`src/rtl/fpu_pkg.sv`:
```
// Shared FPU types and constants for the iterative divider.
// FDIV_ROUND_EN selects round-to-nearest-even; without it results truncate.
package fpu_pkg;

  typedef struct packed {
    logic        sign;
    logic [7:0]  exp;
    logic [22:0] man;
  } float32_t;

  localparam logic [31:0] FP_QNAN     = 32'h7FC00000;
  localparam int          FP_EXP_BIAS = 127;
  localparam logic [7:0]  FP_EXP_MAX  = 8'hFF;

  // Last counter value of the 26-step quotient loop.
  localparam logic [4:0]  DIV_LAST    = 5'd25;

  // Truncation never looks at the lowest quotient bit, so it is not routed.
`ifdef FDIV_ROUND_EN
  localparam int          Q_LSB       = 0;
`else
  localparam int          Q_LSB       = 1;
`endif

  typedef enum logic [1:0] {IDLE, DIV, ROUND, DONE} fdiv_state_t;

endpackage

```
`src/rtl/fdiv_round.sv`:
```
// Normalise, round (FDIV_ROUND_EN) or truncate, and range-check the raw quotient.
// Purely combinational; exp is e1 - e2 + 126 and is bumped when q[25] is set.
module fdiv_round
  import fpu_pkg::*;
(
  input  logic [25:Q_LSB]    q,
`ifdef FDIV_ROUND_EN
  input  logic [24:0]        r,
`endif
  input  logic signed [9:0]  exp,
  input  logic               sign,
  output logic [31:0]        y
);

  logic signed [9:0] e, e_r;
  logic [22:0]       frac, frac_r;
`ifdef FDIV_ROUND_EN
  logic              guard, sticky, inc, carry;
`endif

  always_comb begin
    e    = exp;
    frac = q[23:1];
`ifdef FDIV_ROUND_EN
    guard  = q[0];
    sticky = |r;
`endif
    if (q[25]) begin
      e    = exp + 10'sd1;
      frac = q[24:2];
`ifdef FDIV_ROUND_EN
      guard  = q[1];
      sticky = q[0] | (|r);
`endif
    end
  end

`ifdef FDIV_ROUND_EN
  assign inc             = guard & (sticky | frac[0]);
  // An all-ones fraction rounding up wraps to zero and moves the exponent.
  assign {carry, frac_r} = {1'b0, frac} + {23'h0, inc};
  assign e_r             = e + $signed({9'h0, carry});
`else
  assign frac_r = frac;
  assign e_r    = e;
`endif

  always_comb begin
    if (e <= 10'sd0)
      y = {sign, 31'h0};
    else if (e_r >= 10'sd255)
      y = {sign, FP_EXP_MAX, 23'h0};
    else
      y = {sign, e_r[7:0], frac_r};
  end

endmodule

```
`src/rtl/fdiv_seq.sv`:
```
// Iterative float32 divider, one quotient bit per cycle; FDIV_ROUND_EN enables RNE rounding.
// Latency 28 cycles (specials 1); result held in DONE until out_ready, in_ready only in IDLE.
module fdiv_seq
  import fpu_pkg::*;
(
  input  logic        clk,
  input  logic        rst,
  input  logic        in_valid,
  output logic        in_ready,
  input  logic [31:0] x1,
  input  logic [31:0] x2,
  output logic        out_valid,
  input  logic        out_ready,
  output logic [31:0] y
);

  fdiv_state_t       state, state_nxt;
  float32_t          a, b;
  logic [4:0]        cnt;
  logic [25:0]       q;
  logic [24:0]       r, diff;
  logic [23:0]       m2;
  logic signed [9:0] exp_q, exp_base;
  logic              sign_q, s;
  logic              a_zero, a_inf, a_nan, b_zero, b_inf, b_nan;
  logic              special;
  logic [31:0]       special_y, round_y;

  assign a      = x1;
  assign b      = x2;
  assign s      = a.sign ^ b.sign;
  assign a_zero = (a.exp == 8'h00);
  assign b_zero = (b.exp == 8'h00);
  assign a_inf  = (a.exp == FP_EXP_MAX) && (a.man == 23'h0);
  assign b_inf  = (b.exp == FP_EXP_MAX) && (b.man == 23'h0);
  assign a_nan  = (a.exp == FP_EXP_MAX) && (a.man != 23'h0);
  assign b_nan  = (b.exp == FP_EXP_MAX) && (b.man != 23'h0);

  assign exp_base = $signed({2'b00, a.exp}) - $signed({2'b00, b.exp})
                  + $signed(10'(FP_EXP_BIAS - 1));

  always_comb begin
    special   = 1'b1;
    special_y = FP_QNAN;
    if (a_nan || b_nan)
      special_y = FP_QNAN;
    else if ((a_inf && b_inf) || (a_zero && b_zero))
      special_y = FP_QNAN;
    else if (a_inf || b_zero)
      special_y = {s, FP_EXP_MAX, 23'h0};
    else if (a_zero || b_inf)
      special_y = {s, 31'h0};
    else
      special = 1'b0;
  end

  // r < 2*m2 always holds, so bit 24 of the difference is the borrow.
  assign diff = r - {1'b0, m2};

  always_ff @(posedge clk) begin
    if (rst)
      state <= IDLE;
    else
      state <= state_nxt;
  end

  always_comb begin
    state_nxt = state;
    in_ready  = (state == IDLE);
    out_valid = (state == DONE);
    case (state)
      IDLE:    if (in_valid) state_nxt = special ? DONE : DIV;
      DIV:     if (cnt == DIV_LAST) state_nxt = ROUND;
      ROUND:   state_nxt = DONE;
      DONE:    if (out_ready) state_nxt = IDLE;
      default: state_nxt = IDLE;
    endcase
  end

  always_ff @(posedge clk) begin
    if (rst) begin
      cnt    <= 5'd0;
      q      <= 26'h0;
      r      <= 25'h0;
      m2     <= 24'h0;
      exp_q  <= 10'sd0;
      sign_q <= 1'b0;
      y      <= 32'h0;
    end else begin
      case (state)
        IDLE: begin
          if (in_valid) begin
            if (special) begin
              y <= special_y;
            end else begin
              r      <= {2'b01, a.man};
              m2     <= {1'b1, b.man};
              q      <= 26'h0;
              cnt    <= 5'd0;
              exp_q  <= exp_base;
              sign_q <= s;
            end
          end
        end
        DIV: begin
          q   <= {q[24:0], ~diff[24]};
          r   <= {(diff[24] ? r[23:0] : diff[23:0]), 1'b0};
          cnt <= cnt + 5'd1;
        end
        ROUND:   y <= round_y;
        default: ;
      endcase
    end
  end

  fdiv_round u_round (
    .q    (q[25:Q_LSB]),
`ifdef FDIV_ROUND_EN
    .r    (r),
`endif
    .exp  (exp_q),
    .sign (sign_q),
    .y    (round_y)
  );

endmodule

```
`config.mk`:
```
export PLATFORM = sky130hd
export DESIGN_NAME = fdiv_seq
export DESIGN_NICKNAME = d
export VERILOG_FILES = /design/src/rtl/fpu_pkg.sv /design/src/rtl/fdiv_round.sv /design/src/rtl/fdiv_seq.sv
export SDC_FILE = /design/constraint.sdc
export NUM_CORES = 1
export LEC_CHECK = 0
export CAP_MARGIN = 10
export CORE_ASPECT_RATIO = 0.6
export CORE_UTILIZATION = 60
export CTS_CLUSTER_DIAMETER = 60
export DETAILED_ROUTE_END_ITERATION = 7
export PLACE_DENSITY = 0.82
export SYNTH_ARGS = -nofsm -noshare
export SYNTH_HDL_FRONTEND = slang
export SYNTH_HIERARCHICAL = 1
export SYNTH_SLANG_ARGS = --single-unit
```
`constraint.sdc`:
```
create_clock -name clk -period 5.62 [get_ports clk]
set_clock_uncertainty 0.05 [all_clocks]
set_input_delay 1.124 -clock clk [delete_from_list [all_inputs] [get_ports clk]]
set_output_delay 1.124 -clock clk [all_outputs]
set_load 0.02 [all_outputs]
```
# Yosys cells after proc, flatten, opt, wreduce, memory -nomap -nowiden
# Index checks and enable logic that the tools add are counted.
[op_classes] order_cmp=2 n_eq_ne=11 n_reduce_logical=23 add_sub_neg=5 bitwise=3 muxes=30
[op_table] operator="32-bit two-way mux" n=6
[op_table] operator="32-bit case mux with 2 select lines" n=1
[op_table] operator="31-bit two-way mux" n=2
[op_table] operator="26-bit two-way mux" n=2
[op_table] operator="26-bit case mux with 2 select lines" n=1
[op_table] operator="25-bit two-way mux" n=2
[op_table] operator="25-bit case mux with 2 select lines" n=1
[op_table] operator="23-bit zero test" n=2
[op_table] operator="23-bit nonzero test" n=2
[op_table] operator="25-bit by 24-bit subtractor with 25-bit output" n=1
[op_table] operator="24-bit two-way mux" n=1
[op_table] operator="23-bit two-way mux" n=1
[op_table] operator="8-bit == test, second input constant" n=2
[op_table] operator="8-bit zero test" n=2
[op_table] operator="3-bit AND reduction" n=4
[op_table] operator="10-bit by 2-bit adder with 10-bit output, second input constant" n=1
[op_table] operator="9-bit by 8-bit adder with 10-bit output, second input constant" n=1
[op_table] operator="10-bit by 9-bit greater-or-equal comparator with 1-bit output, second input constant" n=1
[op_table] operator="10-bit by 1-bit less-or-equal comparator with 1-bit output, second input constant" n=1
[op_table] operator="10-bit two-way mux" n=1
[op_table] operator="5-bit two-way mux" n=2
[op_table] operator="5-bit case mux with 2 select lines" n=1
[op_table] operator="8-bit by 8-bit subtractor with 9-bit output" n=1
[op_table] operator="2-bit two-way mux" n=4
[op_table] operator="14 further kinds" n=31
[word_totals] register_bits=125 out_inout_bits=34

# Depth between registers and ports, before layout
[logic_depth] ltp_word=10 ltp_mapped=12 mapped_depth_nobuf=12

# Modules after synthesis
# Netlist, hierarchy kept.
[modules_own_cells] module="fdiv_seq" area_per_inst_um2=7101.8 instances=1 cells_per_inst=926
[modules_own_cells] module="fdiv_round" area_per_inst_um2=1048.5 instances=1 cells_per_inst=117

# Least setup slack after synthesis
# Ideal clock, no wire load.
[synth_timing] kind="input port to flip-flop" from="in x1[23]" to="reg exp_q[8]" stages=11 arrival_time_ps=3238 setup_ps=92 required_time_ps=5478 path_buffers=0 setup_slack_ps=2240 path_cell_list="inv_1 ha_1 inv_1 fa_1 a21o_1 a21oi_1 xnor2_1 or4_1 nor3_1 nor4_1 nor4_1"
[synth_between] elab_chain_len=8
[synth_lines] element="start, declared" line="fdiv_seq.sv:10" rtl="input logic [31:0] x1,"
[synth_lines] element="parallel branches: the longest is 8 deep, another holds 9-bit by 8-bit adder with 10-bit output"
[synth_lines] element="end signal, assigned" line="fdiv_seq.sv:100" rtl="exp_q <= exp_base;"
[synth_lines] element="end, declared" line="fdiv_seq.sv:23" rtl="logic signed [9:0] exp_q, exp_base;"
# Parallel ways; which one is timed is not known.
# A chain may end at the register's enable or synchronous reset.

# Worst setup path after layout
[layout_timing] from="reg r[0]" to="reg r[22]"
[layout_between] elab_chain_len=3
[layout_lines] element="start, declared" line="fdiv_seq.sv:21" rtl="logic [24:0] r, diff;"
[layout_lines] element="start signal, assigned" line="fdiv_seq.sv:96" rtl="r <= {2'b01, a.man};"
[layout_lines] element="start signal, assigned" line="fdiv_seq.sv:107" rtl="r <= {(diff[24] ? r[23:0] : diff[23:0]), 1'b0};"
[layout_lines] element="25-bit by 24-bit subtractor with 25-bit output" line="fdiv_seq.sv:58" rtl="assign diff = r - {1'b0, m2};"
[layout_lines] element="24-bit two-way mux" line="fdiv_seq.sv:107"
[layout_lines] element="25-bit case mux with 2 select lines" line="fdiv_seq.sv:90" rtl="case (state)"
# No other way between the ends.

==> impl_metrics.yaml <==
timing:
  min_period_ps: 4110
  tightest_slew_ps: 1000
  slew_headroom_pct: 33.1
  fin_crit_sh_pct: 73.2
  grt_setup_unrepaired: "false"
  max_freq_mhz: 243
  slew_viol_final: 0
  hold_viol: 0
  finalSetupViolations: 0
  hold_ws_ps: 400
  fin_tns_setup_ps: 0
layout:
  syn_to_final_growth_pct: 20.3
  fill_cells: 1008
  ff_latch_area_mm2: 0.00250
  drive_gt1_share_pct: 9.02
  fin_util_pct: 75.1
  design_area_mm2: 0.00980
  fin_nets: 1217
  n_antenna_cell: 0
  multi_input_area_mm2: 0.00517
grt:
  grt_pass1_wl_um: 36500
  antenna_found_initial: 0
  grt_pass1_vias: 7393
  grt_overflow: 0
  track_usage_pct: 32.2
  use_met2_pct: 47.8
  busiest_layer: "met2"
  grt_max_degree: 70
  use_met3_pct: 9.55
  use_met1_pct: 45.0
worst_hold_path:
  hold_end: "y[21]"
  min_path_cells: 2
  hold_class: "flop to flop"
  holdCritStartpoint: "y[21]"
die:
  fp.dieH_um: 92.3
  die_w_um: 152
  initial_core_util_pct: 62.4
  row_count: 32
  dieArea_mm2: 0.0141
  core_mm2: 0.0131
  ios: 102
synth:
  synth-main-ff-cell: "dfxtp_1"
  yosysMostFrequentCell: "nand2_1"
  synth_top_area_share_pct: 30.7
  ys_ff_latch: 125
  ys_async_sr_fraction_pct: 0
  synth_edf_count: 0
  syn_nets: 1153
  synth_warnings: 6
  ys_top_cells_by_area: "dfxtp_1, a21oi_1, nand2_1, ha_1, mux2i_1"
  yosysTopAreaCell: "dfxtp_1"
  yosysUniqueCellTypes: 73
  ys_seq_area_share_pct: 30.7
  synthesis.area_mm2: 0.00815
  syn_area_per_cell_um2: 7.81
  syn_inst: 1043
  synth_common_cells: "nand2_1, dfxtp_1, a21oi_1, nor2_1, nand3_1"
worst_setup_path:
  crit_fanout: 26
  end_kind: "flop"
  r2r_end: "r[22]"
  cp-start-kind: "flop"
  crit_type: "flop to flop"
  r2r_cells: 11
  required_ps: 5870
  r2r-start: "r[0]"
  ff2ff_setup_slack_ps: 1510
  worstPathArrival_ps: 4370
clocking:
  clk_path_buf_depth: 2
  cts_hold_buf: 0
  cts_tree: "yes"
  clk_latency_ps: 420
  h-tree-depth: 4
  cts_sinks: 125
  cts_root_buf: "clkbuf_16"
  post_cts_resize_count: 0
  path_clk_slew_ps: 60
  cts_inserted_buffers: 17
  cts_setup_buffers: 0
drt:
  drt-total-wl_um: 22100
  wl_per_cell_um: 17.1
  drc: 2
  firstDrtPassIters: 7
  via_per_inst: 6.23
  detail_route.iter0.violations: 721
  drtAntennaViolNets: 0
  vias: 8038
placed_design:
  placed_area_mm2: 0.00918
  port_buffers: 101
  gp_congestion: 0.967
  hpwl_um: 15100
power:
  clkPwrFrac_pct: 20.0
  total_power_w: 0.00539
  p_sw_share_pct: 47.2
  comb_power_share_pct: 57.7
  p_leak_nw: 3.49
  p_switching_w: 0.00255
  powerDensity_mw_per_mm2: 550
  p_int_w: 0.00285
  p_seq_share_pct: 22.2
  vdd_drop_max_uv: 319
run_status:
  status: "finished, violations left"
  violations: "DRC"
job:
  cap_violations: 0
[how the worst max path moves through the flow]
stage                start       end  slack [ps]  depth (start not counted)
finish                r[0]     r[22]        1510                         11
global route          r[0]     r[22]        1300                         11
CTS                   r[0]     r[22]        1580                         11
detailed placement  x1[23]  exp_q[8]        1540                         12
global placement    x1[23]  exp_q[8]        1590                         12
floorplan           x1[23]  exp_q[8]        2240                         11
[layout make-up]
| class | instances | share of cell area (%) |
|---|---|---|
| clock buffer | 17 | 4.34 |
| tap | 170 | 2.17 |
| sequential | 125 | 25.5 |
| clock inverter | 15 | 1.53 |
| inverter | 54 | 2.07 |
| timing repair buffer | 114 | 11.6 |
| multi-input combinational | 795 | 52.8 |
[placed cells by master, fill, tap and decap left out, drive strengths merged, types with 7 or more instances in the layout]
cell	netlist	routed
clkbuf	52	17
a21oi	121	121
clkdlybuf4s50	0	100
nand4	15	15
a21o	12	12
nor2	77	77
nand3	61	61
ha	40	40
nand3b	15	15
nand2	137	137
xor2	15	15
xnor2	21	21
a31o	9	9
nor3b	12	12
buf	17	14
nor4	44	44
o22ai	9	9
o21ai	21	21
mux2i	32	32
o21a	9	9
dfxtp	125	125
a22oi	8	8
nor3	34	34
inv	54	62
o31ai	7	7
a211oi	21	21
[registers in the layout, summed over array words and instances (netlist names)]
signal,flops
m2,24
state,2
q,26
sign_q,1
y,32
r,25
cnt,5
exp_q,10
[worst max-delay path: stages, from the launching register on]
cell and delay, ps:
dfxtp_1 330, inv_1 70, ha_1 230, fa_1 400, and2b_1 230, o2111ai_1 240
a2111oi_4 550, o21ai_1 180, a41oi_4 360, xor2_4 720, mux2i_1 210, a2111oi_2 410
[power groups by stage]
stage               Combinational (W)  Clock [W]  Sequential [W]
CTS                           0.00300    0.00108         0.00119
floorplan                     0.00233          0         0.00117
finish                        0.00312    0.00108         0.00120
detailed placement            0.00296          0         0.00121
global placement              0.00290          0         0.00121
global route                  0.00339    0.00112         0.00122
[stage by stage]
stage	cells	setup slack, ps
3_3_place_gp	1256	1590
5_1_grt	1290	1300
4_1_cts	1288	1580
2_1_floorplan	1043	2240
3_5_place_dp	1256	1540
6_report	1290	1510
[layer usage]
layer / up-vias / part of all wire, %
met1: 3781 / 47
met4: 0 / 1.7
met2: 348 / 42
met3: 38 / 9.3
met5: - / 0
li1: 3871 / -
[logic make-up after synthesis]
logic type,count (synthesis),share of synthesized area (%)
simple gates,431,28.1
compound gates,251,19.8
flops,125,30.7
buf+inv,123,6.29
fa+ha+maj,42,6.63
xor+xnor,36,4.10
mux,35,4.34
Note: power is estimated with default switching activity, not from simulation.
